## src/rtl/ext_com_receiver.sv

```systemverilog
`timescale 1ns/1ps
// UART receiver for the external-communication path: takes one data frame on rx and answers with a fixed ACK frame on tx.
// Optional macro EXT_RX_SYNC_EN adds a 2-flop synchronizer on rx; otherwise rx passes through a single register stage.
module ext_com_receiver #(
  parameter int                    UART_WIDTH     = 8,
  parameter int                    CLK_FREQ       = 50_000_000,
  parameter int                    UART_BAUD_RATE = 115200,
  parameter logic [UART_WIDTH-1:0] ACK_VALUE      = 8'b11001100
) (
  input  logic                  clk,
  input  logic                  rstN,
  input  logic                  enable,
  input  logic                  rx,
  output logic                  tx,
  output logic [UART_WIDTH-1:0] data_out,
  output logic                  data_valid,
  output logic                  busy,
  output logic                  frame_error,
  output logic [2:0]            dbg_state
);

  localparam int CLKS_PER_BIT = CLK_FREQ / UART_BAUD_RATE;
  localparam int CNT_W        = (CLKS_PER_BIT > 1) ? $clog2(CLKS_PER_BIT) : 1;
  localparam int BIT_W        = (UART_WIDTH > 1) ? $clog2(UART_WIDTH) : 1;
  localparam logic [CNT_W-1:0] CNT_LAST = CNT_W'(CLKS_PER_BIT - 1);
  localparam logic [CNT_W-1:0] CNT_HALF = CNT_W'(CLKS_PER_BIT / 2 - 1);
  localparam logic [BIT_W-1:0] BIT_LAST = BIT_W'(UART_WIDTH - 1);

  typedef enum logic [2:0] {
    S_IDLE      = 3'd0,
    S_START     = 3'd1,
    S_DATA      = 3'd2,
    S_STOP      = 3'd3,
    S_ACK_START = 3'd4,
    S_ACK_DATA  = 3'd5,
    S_ACK_STOP  = 3'd6
  } state_t;

  state_t                r_state;
  logic [CNT_W-1:0]      r_clk_cnt;
  logic [BIT_W-1:0]      r_bit_cnt;
  logic [UART_WIDTH-1:0] r_shift;
  logic                  r_tx;
  logic [UART_WIDTH-1:0] r_data_out;
  logic                  r_data_valid;
  logic                  r_frame_error;
  logic                  w_rx;

`ifdef EXT_RX_SYNC_EN
  logic r_rx_meta;
  logic r_rx_sync;

  always_ff @(posedge clk or negedge rstN) begin
    if (!rstN) begin
      r_rx_meta <= 1'b1;
      r_rx_sync <= 1'b1;
    end else begin
      r_rx_meta <= rx;
      r_rx_sync <= r_rx_meta;
    end
  end
`else
  logic r_rx_sync;

  always_ff @(posedge clk or negedge rstN) begin
    if (!rstN) r_rx_sync <= 1'b1;
    else       r_rx_sync <= rx;
  end
`endif

  assign w_rx = r_rx_sync;

  // After a good frame r_shift is reloaded with ACK_VALUE and shifted out LSB first.
  always_ff @(posedge clk or negedge rstN) begin
    if (!rstN) begin
      r_state       <= S_IDLE;
      r_clk_cnt     <= '0;
      r_bit_cnt     <= '0;
      r_shift       <= '0;
      r_tx          <= 1'b1;
      r_data_out    <= '0;
      r_data_valid  <= 1'b0;
      r_frame_error <= 1'b0;
    end else begin
      r_data_valid <= 1'b0;
      case (r_state)
        S_IDLE: begin
          r_tx <= 1'b1;
          if (enable && !w_rx) begin
            r_state   <= S_START;
            r_clk_cnt <= '0;
          end
        end
        S_START: begin
          if (!enable) begin
            r_state <= S_IDLE;
          end else if (r_clk_cnt == CNT_HALF) begin
            r_clk_cnt <= '0;
            r_bit_cnt <= '0;
            r_state   <= w_rx ? S_IDLE : S_DATA;
          end else begin
            r_clk_cnt <= r_clk_cnt + CNT_W'(1);
          end
        end
        S_DATA: begin
          if (!enable) begin
            r_state <= S_IDLE;
          end else if (r_clk_cnt == CNT_LAST) begin
            r_clk_cnt          <= '0;
            r_shift[r_bit_cnt] <= w_rx;
            if (r_bit_cnt == BIT_LAST) begin
              r_bit_cnt <= '0;
              r_state   <= S_STOP;
            end else begin
              r_bit_cnt <= r_bit_cnt + BIT_W'(1);
            end
          end else begin
            r_clk_cnt <= r_clk_cnt + CNT_W'(1);
          end
        end
        S_STOP: begin
          if (!enable) begin
            r_state <= S_IDLE;
          end else if (r_clk_cnt == CNT_LAST) begin
            r_clk_cnt <= '0;
            if (w_rx) begin
              r_data_out    <= r_shift;
              r_data_valid  <= 1'b1;
              r_frame_error <= 1'b0;
              r_shift       <= ACK_VALUE;
              r_state       <= S_ACK_START;
            end else begin
              r_frame_error <= 1'b1;
              r_state       <= S_IDLE;
            end
          end else begin
            r_clk_cnt <= r_clk_cnt + CNT_W'(1);
          end
        end
        S_ACK_START: begin
          if (r_clk_cnt == CNT_LAST) begin
            r_clk_cnt <= '0;
            r_bit_cnt <= '0;
            r_tx      <= r_shift[0];
            r_shift   <= r_shift >> 1;
            r_state   <= S_ACK_DATA;
          end else begin
            r_tx      <= 1'b0;
            r_clk_cnt <= r_clk_cnt + CNT_W'(1);
          end
        end
        S_ACK_DATA: begin
          if (r_clk_cnt == CNT_LAST) begin
            r_clk_cnt <= '0;
            if (r_bit_cnt == BIT_LAST) begin
              r_bit_cnt <= '0;
              r_tx      <= 1'b1;
              r_state   <= S_ACK_STOP;
            end else begin
              r_bit_cnt <= r_bit_cnt + BIT_W'(1);
              r_tx      <= r_shift[0];
              r_shift   <= r_shift >> 1;
            end
          end else begin
            r_clk_cnt <= r_clk_cnt + CNT_W'(1);
          end
        end
        S_ACK_STOP: begin
          r_tx <= 1'b1;
          if (r_clk_cnt == CNT_LAST) begin
            r_clk_cnt <= '0;
            r_state   <= S_IDLE;
          end else begin
            r_clk_cnt <= r_clk_cnt + CNT_W'(1);
          end
        end
        default: begin
          r_state   <= S_IDLE;
          r_clk_cnt <= '0;
          r_bit_cnt <= '0;
          r_tx      <= 1'b1;
        end
      endcase
    end
  end

  assign tx          = r_tx;
  assign data_out    = r_data_out;
  assign data_valid  = r_data_valid;
  assign frame_error = r_frame_error;
  assign busy        = (r_state != S_IDLE);
  assign dbg_state   = r_state;

endmodule

```

## config.mk

```make
export PLATFORM = sky130hd
export DESIGN_NAME = ext_com_receiver
export DESIGN_NICKNAME = d
export VERILOG_FILES = /design/src/rtl/ext_com_receiver.sv
export SDC_FILE = /design/constraint.sdc
export NUM_CORES = 1
export LEC_CHECK = 0
export BUFFER_PORTS_ARGS = -buffer_cell sky130_fd_sc_hd__buf_2
export CORE_MARGIN = 2
export CORE_UTILIZATION = 23
export CTS_CLUSTER_SIZE = 14
export DETAILED_ROUTE_END_ITERATION = 16
export GPL_ROUTABILITY_DRIVEN = 0
export SYNTH_ARGS = -nofsm -noshare
export SYNTH_HDL_FRONTEND = slang
export SYNTH_SLANG_ARGS = --single-unit
```

## constraint.sdc

```tcl
create_clock -name clk -period 2 [get_ports clk]
set_input_delay 0.2 -clock clk [delete_from_list [all_inputs] [get_ports clk]]
set_output_delay 0.2 -clock clk [all_outputs]
set_load 0.01 [all_outputs]
```

# Yosys cells after proc, flatten, opt, wreduce, memory -nomap -nowiden
# Cells that the tools add are included.
[classes] n_addsub=2 multipliers=0 div_mod_pow=0 n_lt_le_gt_ge=2 n_eq_ne=27 shift=0 muxes=48 bitwise_logic=2 n_reduce_logical=17
[op_table] cell="2-to-1 mux 8 bit" count=8
[op_table] cell="2-to-1 mux 3 bit" count=18
[op_table] cell="2-to-1 mux 9 bit" count=5
[op_table] cell="one-hot mux 9 bit (4 select lines)" count=1
[op_table] cell="one-hot mux 8 bit (4 select lines)" count=1
[op_table] cell="!= test 2 bit (second input constant)" count=13
[op_table] cell="one-hot mux 3 bit (7 select lines)" count=1
[op_table] cell="AND reduction 9 bit" count=2
[op_table] cell="one-hot mux 3 bit (5 select lines)" count=1
[op_table] cell="== test 3 bit (second input constant)" count=4
[op_table] cell="!= test 3 bit (second input constant)" count=4
[op_table] cell="adder 9 x 1 -> 9 bit (second input constant)" count=1
[op_table] cell="== test 9 x 8 -> 1 bit (second input constant)" count=1
[op_table] cell="== test 9 bit (second input constant)" count=1
[op_table] cell="2-to-1 mux 1 bit" count=9
[op_table] cell="OR reduction 3 bit" count=3
[op_table] cell="bitwise mux 8 bit" count=1
[op_table] cell="== test 3 x 2 -> 1 bit (second input constant)" count=2
[op_table] cell="AND reduction 3 bit" count=2
[op_table] cell="AND reduction 5 bit" count=1
[op_table] cell="less-than comparator 3 x 4 -> 1 bit (second input constant)" count=1
[op_table] cell="AND reduction 4 bit" count=1
[op_table] cell="nonzero test 4 bit" count=1
[op_table] cell="adder 3 x 1 -> 3 bit (second input constant)" count=1
[op_table] cell="other kinds (13)" count=15
[totals] reg_bits=35 latchBits=0 mem_bits_rw=0 mem_bits_ro=0 inputBits=4 output_inout_bits=15 wordCells=107 memories=0

# Longest topological paths before layout
[logic_depth] depth_word=8 depth_mapped=9 ltp_nobuf=7

# Least setup slack after synthesis
# No wires, ideal clock.
[synth_path] path_kind="register to register" from="register r_clk_cnt[1]" to="register r_state[0] (netlist: dbg_state[0])" setup_ns=0.128 arrival_ns=2.018 t_required_ns=1.872 slack_ns=-0.146 stages_incl_launch_ff=9 n_path_buf=1 period_less_slack_ns=2.146 cell_sequence="dfrtp_1 -> inv_1 -> ha_1 -> nand4_1 -> or4_1 -> buf_2 -> a221oi_2 -> a21boi_2 -> mux2_1"
[synth_between] elab_chain_cells=3 elab_cells_between_ends=9 classes_between="eq/ne (8); reduce/logical (1)"
[synth_lines] element="from (decl)" line_no="40" source="logic [CNT_W-1:0] r_clk_cnt;"
[synth_lines] element="from (signal assigned)" line_no="102" source="r_clk_cnt <= r_clk_cnt + CNT_W'(1);"
[synth_lines] element="from (signal assigned)" line_no="118" source="r_clk_cnt <= r_clk_cnt + CNT_W'(1);"
[synth_lines] element="from (signal assigned)" line_no="137" source="r_clk_cnt <= r_clk_cnt + CNT_W'(1);"
[synth_lines] element="== test 9 bit / == test 9 x 8 -> 1 bit (equally long branches)"
[synth_lines] element="!= test 3 bit (no source line) / != test 2 bit (equally long branches)"
[synth_lines] element="AND reduction 9 bit (no source line) (*)"
[synth_lines] element="to (signal assigned)" line_no="100" source="r_state <= w_rx ? S_IDLE : S_DATA;"
[synth_lines] element="to (decl)" line_no="39" source="state_t r_state;"
# Every way passes the cells marked *; elsewhere a longest branch is shown, timed or not.
# A chain may end at the register's enable or synchronous reset.

# Final worst setup path
[layout_path] from="register r_clk_cnt[1]" to="register r_state[1] (netlist: dbg_state[1])"
# Same word-level chain as after synthesis.

==> results.py <==
metrics = {
    "clock_network": {
        "cts_root_buffer": "clkbuf_8",
        "h-tree-depth": 2,
        "clock_latency_ns": 0.28,
        "numCtsBuffers": 5,
        "clock_path_buffers": 2,
        "clkTransAtPathRegs_ns": 0.07,
        "clock_sinks": 35,
        "tritoncts": "yes",
    },
    "power": {
        "p_leak_nw": 1.22,
        "ir_drop_mv": 0.427,
        "power_per_cell_area_mw_per_mm2": 1080,
        "p_total_mw": 2.89,
    },
    "setup_path": {
        "required_ns": 2.17,
        "critPathKind": "reg -> reg",
        "worstPathArrival_ns": 2.33,
        "start_kind": "register",
        "cp_max_fo": 3,
        "cp-end-kind": "register",
    },
    "place": {
        "place_ws_ns": -0.251,
        "portBuffers": 18,
        "hpwl_um": 3360,
    },
    "timing": {
        "rsz0062_at_grt": "yes",
        "whs_ns": -0.0149,
        "slew_violations": 0,
        "min_period_ns": 2.17,
        "fmax_ghz": 0.462,
        "hold_viol_final": 28,
        "maxSlewHeadroom_pct": 48.4,
        "final.period_utilization_pct": 108,
        "clock_skew_ns": 0.00596,
        "final.setup.worst_slack_ns": -0.167,
        "finalSetupViolCount": 15,
        "worst_pin_slew_ns": 0.774,
        "tns_ns": -0.715,
    },
    "die": {
        "dieWidth_um": 97.9,
        "core_area_sq_mm": 0.00864,
        "num_io_pins": 19,
        "die_h_um": 97.9,
        "fp.dieArea_sq_mm": 0.00958,
        "start_util_pct": 23.5,
        "core.rowCount": 34,
    },
    "status": {
        "violations": "hold timing, setup timing",
        "status": "finished with violations",
    },
    "routing": {
        "viasPerCell": 5.00,
        "drtAntennaViolNets": 0,
        "drcViolationCount": 0,
        "vias": 1880,
        "routedWlPerCell_um": 13.7,
        "wirelength_um": 5150,
        "drt_iter0_markers": 120,
        "first_pass_iters": 4,
    },
    "layout": {
        "mostFrequentLayoutCells": "dfrtp_1 (33), buf_4 (31), nand2_1 (24)",
        "final_layout_size_suffix_gt1_share_pct": 36.6,
        "n_antenna_cell": 0,
        "fin_nets": 276,
        "syn_to_final_growth_pct": 32.5,
        "nFillCells": 897,
        "final_common_cell": "dfrtp_1",
        "register_area_sq_um": 878,
        "multi_input_area_sq_mm": 0.00115,
        "utilization_pct": 31.1,
    },
    "yosys": {
        "avgSynthCellArea_sq_um": 9.26,
        "synthArstFlopShare_pct": 100,
        "dominantRegCellSynth": "dfrtp_1",
        "synth-edff-count": 0,
        "syn_inst": 219,
        "ys_warn_count": 0,
        "synth.distinct_cells": 41,
        "syn-cell-area_sq_mm": 0.00203,
        "synth_nets": 228,
        "synth-seq-cells": 35,
        "ys_seq_area_share_pct": 43.3,
    },
    "global_route": {
        "track_usage_pct": 10.1,
        "grt_pass1_wl_um": 8030,
        "grt_max_degree": 36,
        "grt_antenna_before_repair": 0,
        "grt_pass1_vias": 1725,
        "grt-ovfl-total": 0,
    },
    "job": {
        "max_cap_violations": 0,
    },
    "min_path": {
        "holdCritPathClass": "in -> async",
    },
}
-- worst max-delay path, cell delays in order, from the launching register on --
cell and delay [ns]:
dfrtp_1 0.39, inv_2 0.08, ha_4 0.12, nand4_1 0.12
or4_4 0.48, a221oi_4 0.28, a21boi_4 0.28, mux2_4 0.32
-- cells in the mapped netlist (all sizes together) (3+ instances only) --
library cell | instances | share of area (%)
dfrtp | 33 | 41
nand2 | 25 | 4.6
a21oi | 21 | 5.4
inv | 15 | 2.8
o21ai | 15 | 3.7
mux2 | 13 | 7.2
buf | 8 | 2.0
a31oi | 7 | 2.2
nand2b | 7 | 2.2
nor2 | 7 | 1.3
o31ai | 7 | 2.6
clkbuf | 6 | 1.1
ha | 5 | 3.1
nand3 | 5 | 1.2
o22ai | 5 | 1.5
mux2i | 4 | 2.0
a22o | 3 | 1.3
a32o | 3 | 1.5
nand4 | 3 | 0.93
or4 | 3 | 1.1
-- per-stage QoR --
step                      std cells  area, sq um  hold slack (ns)
after floorplan                 219         2030          -0.0956
after global placement          359         2410            0.307
after detailed placement        359         2410            0.311
after CTS                       373         2590         0.000161
after global routing            376         2690           0.0561
final                           376         2690          -0.0149
-- cell type report --
cell class	count	share of cell area (%)
clock buffer	6	2.70
clock inverter	2	0.466
inverter	15	2.10
multi-input combinational	156	42.9
sequential	35	32.7
tap	108	5.03
timing repair buffer	54	14.2
-- cell families after synthesis --
group                      Yosys count  synth area share (%)
buffers and inverters               29                  5.93
adders and majority gates            5                  3.09
DFF                                 35                  43.3
AOI/OAI and AO/OA                   69                  22.0
and+or+nand+nor                     64                  16.5
muxes                               17                  9.20
-- power breakdown --
part	internal (mW)	switching, mW
Sequential	0.798	0.0830
Clock	0.243	0.261
Combinational	0.681	0.825
-- path summary, 6_finish.rpt --
kind,from,to,slack (ns),cells past startpoint
setup / recovery,r_clk_cnt[1],dbg_state[1],-0.17,7
hold / removal,rstN,data_valid,-0.01,1
setup reg to reg,r_clk_cnt[1],dbg_state[1],-0.17,7
hold reg to reg,data_out[4],data_out[4],0.50,1
max in group asynchronous,rstN,dbg_state[1],1.52,1
min in group clk,enable,frame_error,0.46,3
-- metal layers --
metal	vias up	wire length [um]	global-route usage [%]
met3	8	206	3.08
met2	42	2490	16.0
li1	905	-	-
met1	925	2390	13.0
met5	-	0	0
met4	0	56	3.85
-- what timing repair did --
item	4_1_cts	5_1_grt
buffers inserted	6	1
cloned	0	3
resized for setup	12	17
endpoints found under the hold margin	0	1
pin swaps	3	4
endpoints found under the setup margin	21	32
hold buffers	0	1
(Power assumes the default switching activity.)
